--- config.mk ---
export PLATFORM = sky130hd
export DESIGN_NAME = mcu_flat
export DESIGN_NICKNAME = d
export VERILOG_FILES = /design/src/rtl/mcu_if.sv /design/src/rtl/mcu.sv /design/src/flat_wrapper.sv
export SDC_FILE = /design/constraint.sdc
export NUM_CORES = 1
export LEC_CHECK = 0
export ABC_CLOCK_PERIOD_IN_PS = 960
export CORE_AREA = 2 2 62 64
export CTS_BUF_LIST = sky130_fd_sc_hd__clkbuf_4
export DETAILED_ROUTE_END_ITERATION = 12
export DIE_AREA = 0 0 64 66
export PLACE_DENSITY_LB_ADDON = 0.2
export SKIP_LAST_GASP = 1
export SLEW_MARGIN = 20
export SYNTH_ARGS = -nofsm -noshare
export SYNTH_HDL_FRONTEND = slang
export SYNTH_SLANG_ARGS = --single-unit
--- constraint.sdc ---
create_clock -name clk -period 0.96 [get_ports clk]
set_input_delay 0.192 -clock clk [delete_from_list [all_inputs] [get_ports clk]]
set_output_delay 0.192 -clock clk [all_outputs]
set_load 0.05 [all_outputs]
--- src/rtl/mcu_if.sv ---
// rtl/mcu_if.sv - instruction in / decoded control out bundle for the mcu decoder
interface mcu_if;
    logic [31:0] inst;
    logic        alu_src;
    logic        mem_to_reg;
    logic        reg_write;
    logic        mem_read;
    logic        mem_write;
    logic        branch;
    logic [1:0]  alu_op;
    logic [3:0]  alu_ctrl;
    logic [31:0] imm;
    logic        illegal;

    modport master (
        output inst,
        input  alu_src, mem_to_reg, reg_write, mem_read, mem_write,
        input  branch, alu_op, alu_ctrl, imm, illegal
    );

    modport slave (
        input  inst,
        output alu_src, mem_to_reg, reg_write, mem_read, mem_write,
        output branch, alu_op, alu_ctrl, imm, illegal
    );
endinterface

--- src/rtl/mcu.sv ---
// rtl/mcu.sv - registered RV32I main/ALU control decoder with immediate generation
module mcu (
    input  logic  clk,
    input  logic  rst,
    mcu_if.slave  bus
);
    localparam logic [6:0] OP_RTYPE  = 7'b0110011;
    localparam logic [6:0] OP_LOAD   = 7'b0000011;
    localparam logic [6:0] OP_STORE  = 7'b0100011;
    localparam logic [6:0] OP_BRANCH = 7'b1100011;

    localparam logic [3:0] CTRL_AND = 4'b0000;
    localparam logic [3:0] CTRL_OR  = 4'b0001;
    localparam logic [3:0] CTRL_ADD = 4'b0010;
    localparam logic [3:0] CTRL_SUB = 4'b0110;

    logic [6:0]  opcode;
    logic [2:0]  funct3;
    logic        f7b;

    logic        n_alu_src;
    logic        n_mem_to_reg;
    logic        n_reg_write;
    logic        n_mem_read;
    logic        n_mem_write;
    logic        n_branch;
    logic [1:0]  n_alu_op;
    logic [3:0]  n_alu_ctrl;
    logic [31:0] n_imm;
    logic        n_illegal;

    assign opcode = bus.inst[6:0];
    assign funct3 = bus.inst[14:12];
    assign f7b    = bus.inst[30];

    // Decode the current instruction; anything unsupported collapses to illegal with all else zero.
    always_comb begin
        n_alu_src    = 1'b0;
        n_mem_to_reg = 1'b0;
        n_reg_write  = 1'b0;
        n_mem_read   = 1'b0;
        n_mem_write  = 1'b0;
        n_branch     = 1'b0;
        n_alu_op     = 2'b00;
        n_alu_ctrl   = 4'b0000;
        n_imm        = 32'd0;
        n_illegal    = 1'b0;
        case (opcode)
            OP_RTYPE: begin
                case ({f7b, funct3})
                    4'b0_000: n_alu_ctrl = CTRL_ADD;
                    4'b1_000: n_alu_ctrl = CTRL_SUB;
                    4'b0_111: n_alu_ctrl = CTRL_AND;
                    4'b0_110: n_alu_ctrl = CTRL_OR;
                    default:  n_illegal  = 1'b1;
                endcase
                if (!n_illegal) begin
                    n_reg_write = 1'b1;
                    n_alu_op    = 2'b10;
                end
            end
            OP_LOAD: begin
                n_alu_src    = 1'b1;
                n_mem_to_reg = 1'b1;
                n_reg_write  = 1'b1;
                n_mem_read   = 1'b1;
                n_alu_ctrl   = CTRL_ADD;
                n_imm        = {{20{bus.inst[31]}}, bus.inst[31:20]};
            end
            OP_STORE: begin
                n_alu_src   = 1'b1;
                n_mem_write = 1'b1;
                n_alu_ctrl  = CTRL_ADD;
                n_imm       = {{20{bus.inst[31]}}, bus.inst[31:25], bus.inst[11:7]};
            end
            OP_BRANCH: begin
                n_branch   = 1'b1;
                n_alu_op   = 2'b01;
                n_alu_ctrl = CTRL_SUB;
                n_imm      = {{19{bus.inst[31]}}, bus.inst[31], bus.inst[7],
                              bus.inst[30:25], bus.inst[11:8], 1'b0};
            end
            default: n_illegal = 1'b1;
        endcase
    end

    // Register every decoded output; reset clears them without waiting for a clock.
    always_ff @(posedge clk or posedge rst) begin
        if (rst) begin
            bus.alu_src    <= 1'b0;
            bus.mem_to_reg <= 1'b0;
            bus.reg_write  <= 1'b0;
            bus.mem_read   <= 1'b0;
            bus.mem_write  <= 1'b0;
            bus.branch     <= 1'b0;
            bus.alu_op     <= 2'b00;
            bus.alu_ctrl   <= 4'b0000;
            bus.imm        <= 32'd0;
            bus.illegal    <= 1'b0;
        end else begin
            bus.alu_src    <= n_alu_src;
            bus.mem_to_reg <= n_mem_to_reg;
            bus.reg_write  <= n_reg_write;
            bus.mem_read   <= n_mem_read;
            bus.mem_write  <= n_mem_write;
            bus.branch     <= n_branch;
            bus.alu_op     <= n_alu_op;
            bus.alu_ctrl   <= n_alu_ctrl;
            bus.imm        <= n_imm;
            bus.illegal    <= n_illegal;
        end
    end
endmodule

--- src/flat_wrapper.sv ---
// flat-port wrapper written by rule: the top's interface ports become plain ports
module mcu_flat 
  (clk, rst, bus_inst, bus_alu_src, bus_mem_to_reg, bus_reg_write, bus_mem_read, bus_mem_write, bus_branch, bus_alu_op, bus_alu_ctrl, bus_imm, bus_illegal);
  mcu_if bus_i ();
  input  logic clk;
  input  logic rst;
  input wire logic [$bits(bus_i.inst)-1:0] bus_inst;
  output wire logic [$bits(bus_i.alu_src)-1:0] bus_alu_src;
  output wire logic [$bits(bus_i.mem_to_reg)-1:0] bus_mem_to_reg;
  output wire logic [$bits(bus_i.reg_write)-1:0] bus_reg_write;
  output wire logic [$bits(bus_i.mem_read)-1:0] bus_mem_read;
  output wire logic [$bits(bus_i.mem_write)-1:0] bus_mem_write;
  output wire logic [$bits(bus_i.branch)-1:0] bus_branch;
  output wire logic [$bits(bus_i.alu_op)-1:0] bus_alu_op;
  output wire logic [$bits(bus_i.alu_ctrl)-1:0] bus_alu_ctrl;
  output wire logic [$bits(bus_i.imm)-1:0] bus_imm;
  output wire logic [$bits(bus_i.illegal)-1:0] bus_illegal;
  assign bus_i.inst = bus_inst;
  assign bus_alu_src = bus_i.alu_src;
  assign bus_mem_to_reg = bus_i.mem_to_reg;
  assign bus_reg_write = bus_i.reg_write;
  assign bus_mem_read = bus_i.mem_read;
  assign bus_mem_write = bus_i.mem_write;
  assign bus_branch = bus_i.branch;
  assign bus_alu_op = bus_i.alu_op;
  assign bus_alu_ctrl = bus_i.alu_ctrl;
  assign bus_imm = bus_i.imm;
  assign bus_illegal = bus_i.illegal;
  mcu u_core (.clk(clk), .rst(rst), .bus(bus_i));
endmodule
==> metrics.yaml, run 1 <==
die_area_sq_um: 4220
antenna_cells: 0
synth_seq_cells: 23
drc: 0
fp.dieH_um: 66
max-cap-violations: 0
pwr-share-comb: 0.212
reg_top3: "u_core.bus.imm: 13 flops, u_core.bus.alu_ctrl: 3 flops"
ys_types: 28
ant_nets: 0
p_sw_uw: 467
hp-class: "in2async"
drive_above_1_share: 0.430
synth_enable_flop_cells: 0
clockRootBuffer: "clkbuf_4"
largest_reg_flops: 13
cp_data_arrival_time_ns: 1.16
dpl_cell_area_sq_um: 2270
ys.flop_type: "dfrtp_1"
numClockSinks: 23
grt_pass1_wl_mm: 4.57
layout_setup_ws_ns: -0.390
grt_pass1_vias: 991
ir_drop_uv: 543
num_rows: 22
syn_inst: 101
clk_pin_slew_ns: 0.13
final_cells: 213
hpwl_mm: 2.35
p_leak_uw: 0.00100
die_w_um: 64
fin_area_sq_um: 2300
h-tree-depth: 1
yosysSeqAreaShare: 0.527
avgSynthCellArea_sq_um: 10.8
p_int_uw: 1380
p_total_uw: 1850
netSwitchingFraction: 0.253
slew_violations: 0
ys_async_sr_fraction: 1.00
critPathRequiredTime_ns: 0.77
seqPwrFrac: 0.533
num-fill-cells: 261
clockBufferDepth: 2
worstSetupPathType: "reg2out"
largest-register: "u_core.bus.imm"
viasPerCell: 4.42
cts_hold_buffers: 0
grt_use_total: 0.140
drt-wirelength-per-cell_um: 12.8
initialDrtViolationCount: 18
cts_made_buffers: 3
grt_max_degree: 24
multiInputGateArea_sq_um: 342
nets: 200
overflow: 0
hold_viol_final: 0
syn_nets: 135
cts_tree: "done"
area_growth_pct: 111
regArea_sq_um: 582
clockPowerShare: 0.255
min_period_ns: 1.35
finalWirelength_mm: 2.72
gp_congestion: 0.871
yosys_warnings: 0
rsz0062_at_grt: "yes"
vias: 941
syn_area_sq_um: 1090
start_util: 0.308
period_share: 1.41
dp.cells: 209
power_density_nw_per_um2: 801
io_buffer_count: 72
fmax_ghz: 0.741
antenna_found_initial: 0
top_level_ports: 79
failed_checks: "negative setup slack"
cts_setup_buffers: 0
crit_path_end_kind: "output pin"
worst-path-max-fanout: 12
drtPass1Iterations: 4
core-area_sq_um: 3550
status: "finished with violations"
setup_viol: 44
crit_path_start_kind: "register"
[cells by family after synthesis]
group | share of synthesized area
other | 0.00343
AO/OA/AOI/OAI | 0.0813
buffers and inverters | 0.178
AND/OR/NAND/NOR | 0.202
multiplexers | 0.00916
flip-flops | 0.527
[path summary, 6_finish.rpt]
path / startpoint / to / slack, ns
max in group asynchronous: rst / u_core.bus.imm[30] / 0.59
max: u_core.bus.imm[30] / bus_imm[17] / -0.39
min: rst / u_core.bus.imm[5] / 0.19
min in group clk: bus_inst[12] / u_core.bus.alu_ctrl[0] / 0.28
[worst max-delay path: stages (launching register included)]
cell and delay [ns]:
dfrtp_4 0.52, buf_12 0.18, buf_12 0.15
[area by class of cell]
cell class	instances	share of cell area
Clock buffer	4	0.0130
Inverter	2	0.00326
Multi-Input combinational cell	51	0.148
Sequential cell	23	0.252
Tap cell	48	0.0261
Timing Repair Buffer	85	0.557
[power groups by stage]
| stage | clock network [uW] | registers, uW | logic, uW |
|---|---|---|---|
| global placement | 0 | 1000 | 392 |
| detailed placement | 0 | 1000 | 402 |
| CTS | 481 | 984 | 395 |
| finish | 471 | 984 | 392 |
| global route | 516 | 985 | 420 |
| floorplan | 0 | 1030 | 142 |
[placed cells by master (no fill, tap or decap), types with 2 or more instances in the layout]
cell and count:
a22oi_1 4, and2_1 7, a21oi_1 3, nor3_1 3, buf_4 10, dlygate4sd2_1 10, dfrtp_2 2, clkdlybuf4s50_1 18
nor2_1 8, nand2_1 6, inv_1 2, dfrtp_1 20, buf_12 47, nand2b_1 3, clkbuf_4 4
[per-layer routing]
metal	track usage	share of wire	up-vias	wire (um)
met3	0.0324	0.076	8	207
li1	-	-	441	-
met4	0.0897	0.036	0	97
met2	0.259	0.54	49	1480
met5	0	0	-	0
met1	0.141	0.34	443	933
[what timing repair did]
item,in CTS,in global routing
pin swaps,5,0
gates resized for setup,13,0
endpoints found under the setup margin,65,44
[through the flow]
step	hold slack, ns	TNS, ns	util	setup WS, ns
floorplan	0.194	-1.87	-	-0.115
global placement	0.538	-9.30	0.639	-0.426
detailed placement	0.551	-10.42	0.639	-0.497
CTS	0.202	-11.03	0.649	-0.405
global route	0.213	-12.06	0.649	-0.429
finish	0.190	-10.47	0.649	-0.390
[Yosys cell counts, types with 2 or more instances]
master    number  area (sq um)
dfrtp_1       23           576
buf_4         22           165
and2_1         8          50.1
nor2_1         8          30.0
nand2_1        6          22.5
a22oi_1        4          30.0
a21oi_1        3          15.0
nand2b_1       3          18.8
nor3_1         3          15.0
buf_2          2          10.0
inv_1          2          7.51
Power figures use the tool's default switching activity.
==> run 2, diff against run 1 <==
Settings changed: GPL_TIMING_DRIVEN set to 1, RECOVER_POWER set to 50, SLEW_MARGIN 20 to 0.
==> metrics.yaml, run 2 (synthesized netlist as in run 1, its figures left out) <==
worstSetupPathType: "reg2out"
holdPathEnd: "u_core.bus.alu_ctrl[0]"
numClockSinks: 23  # unchanged
antenna_cells: 0  # unchanged
cpMostUsedCell: "buf_12"
mostFrequentLayoutCell: "buf_12"
clockRootBuffer: "clkbuf_4"
status: "finished with violations"
ir_drop_uv: 547  # +0.72%
critPathTopFamily: "flip-flops"
period_share: 1.41  # about the same
slowest_delay_ns: 0.52  # about the same
grt_pass1_vias: 991  # unchanged
core-area_sq_um: 3550  # unchanged
num-fill-cells: 263  # +0.77%
reg_top3: "u_core.bus.imm: 13 flops, u_core.bus.alu_ctrl: 3 flops"
tightest_slew_ns: 0.543
hold_ws_ns: 0.276  # +0.0863 ns
die_area_sq_um: 4220  # unchanged
largest-register: "u_core.bus.imm"
cts_hold_buffers: 0  # unchanged
top_level_ports: 79  # unchanged
nets: 200  # unchanged
clockBufferDepth: 2  # unchanged
hp-class: "in2reg"
io_buffer_count: 72  # unchanged
min_from: "bus_inst[12]"
cts_tree: "done"
p_leak_uw: 0.000999  # -0.50%
initialDrtViolationCount: 24  # +6
p_total_uw: 1840  # -0.30%
final_cells: 213  # unchanged
dpl_cell_area_sq_um: 2270  # unchanged
start_util: 0.308  # unchanged
grt_use_total: 0.140  # unchanged
overflow: 0  # unchanged
ant_nets: 0  # unchanged
vias: 941  # unchanged
slew_violations: 0  # unchanged
area_growth_pct: 110
setup_viol: 44  # unchanged
final_cell_mix: "buf_12 (46), dfrtp_1 (20), clkdlybuf4s50_1 (17)"
layout_setup_ws_ns: -0.391  # -0.000486 ns
grt_max_degree: 24  # unchanged
critPathRequiredTime_ns: 0.77  # about the same
holdPathStages: 3
drt-wirelength-per-cell_um: 12.8  # +0.48%
drc: 0  # unchanged
largest_reg_flops: 13  # unchanged
cts_made_buffers: 3  # unchanged
viasPerCell: 4.42  # unchanged
hold_viol_final: 0  # unchanged
failed_checks: "negative setup slack"
drtPass1Iterations: 4  # unchanged
min_period_ns: 1.35  # +0.000486 ns
drive_above_1_share: 0.430  # unchanged
cts_setup_buffers: 0  # unchanged
cp_data_arrival_time_ns: 1.16  # about the same
rsz0062_at_grt: "yes"
slew_headroom: 0.638
fin_area_sq_um: 2290  # -0.65%
fin_setup_tns_ns: -10.52  # -0.0488 ns
worstPathCellList: "buf_12, buf_12"
worst-path-max-fanout: 12  # unchanged
dp.cells: 209  # unchanged
crit_buf_inv: 2  # unchanged
crit_path_end_kind: "output pin"
max-cap-violations: 0  # unchanged
die_w_um: 64  # unchanged
finalWirelength_mm: 2.73  # +0.48%
clk_pin_slew_ns: 0.13  # about the same
hpwl_mm: 2.35  # unchanged
crit_path_start_kind: "register"
num_rows: 22  # unchanged
fmax_ghz: 0.740  # about the same
antenna_found_initial: 0  # unchanged
h-tree-depth: 1  # unchanged
fp.dieH_um: 66  # unchanged
grt_pass1_wl_mm: 4.57  # unchanged
gp_congestion: 0.871  # unchanged
power_density_nw_per_um2: 804  # +0.35%
crit_slowest_cell: "dfrtp_4"
[run 2: changes by cell type in the layout (fill, tap and decap cells not counted)]
| cell | change |
|---|---|
| dlygate4sd3_1 | +1 |
| buf_12 | -1 |
| clkbuf_2 | +1 |
| clkdlybuf4s50_1 | -1 |
[run 2: layer usage]
metal / track usage / vias up / wire, um
met4: 0.0897 / 0 / 97
met1: 0.141 / 443 / 946
met2: 0.259 / 49 / 1480
met5: 0 / - / 0
li1: - / 441 / -
met3: 0.0324 / 8 / 208
[run 2: through the flow]
| step | worst slack (ns) | utilization |
|---|---|---|
| global placement | -0.426 | 0.639 |
| CTS | -0.405 | 0.649 |
| detailed placement | -0.497 | 0.639 |
| global route | -0.429 | 0.645 |
| finish | -0.391 | 0.645 |
| floorplan | -0.115 | - |
[run 2: final cells by class]
class | instances | area (sq um) | area share
inverters | 2 | 7.51 | 0.00328
clock buffers | 4 | 30.0 | 0.0131
flip-flops and latches | 23 | 582 | 0.254
repair buffers | 85 | 1270 | 0.554
multi-input cells | 51 | 342 | 0.149
well taps | 48 | 60.1 | 0.0262
[run 2: power breakdown]
part / switching [uW] / internal [uW] / total, uW
sequential: 7.21 / 977 / 984
combinational: 178 / 205 / 383
clock: 284 / 190 / 474
total: 469 / 1370 / 1840
[run 2: worst max-delay path by stage]
stage          slack (ns)  depth (start not counted)                  to                from
3_3_place_gp        -0.43                          4  u_core.bus.imm[10]         bus_inst[2]
5_1_grt             -0.43                          2         bus_imm[30]  u_core.bus.imm[30]
2_1_floorplan       -0.11                          1         bus_imm[13]  u_core.bus.imm[30]
3_5_place_dp        -0.50                          4   u_core.bus.imm[6]         bus_inst[2]
6_report            -0.39                          2         bus_imm[17]  u_core.bus.imm[30]
4_1_cts             -0.41                          2         bus_imm[17]  u_core.bus.imm[30]
[run 2: repair_timing]
action                                  CTS  global route
gates resized for setup                  13             0
pin swaps                                 5             0
endpoints found under the setup margin   65            44
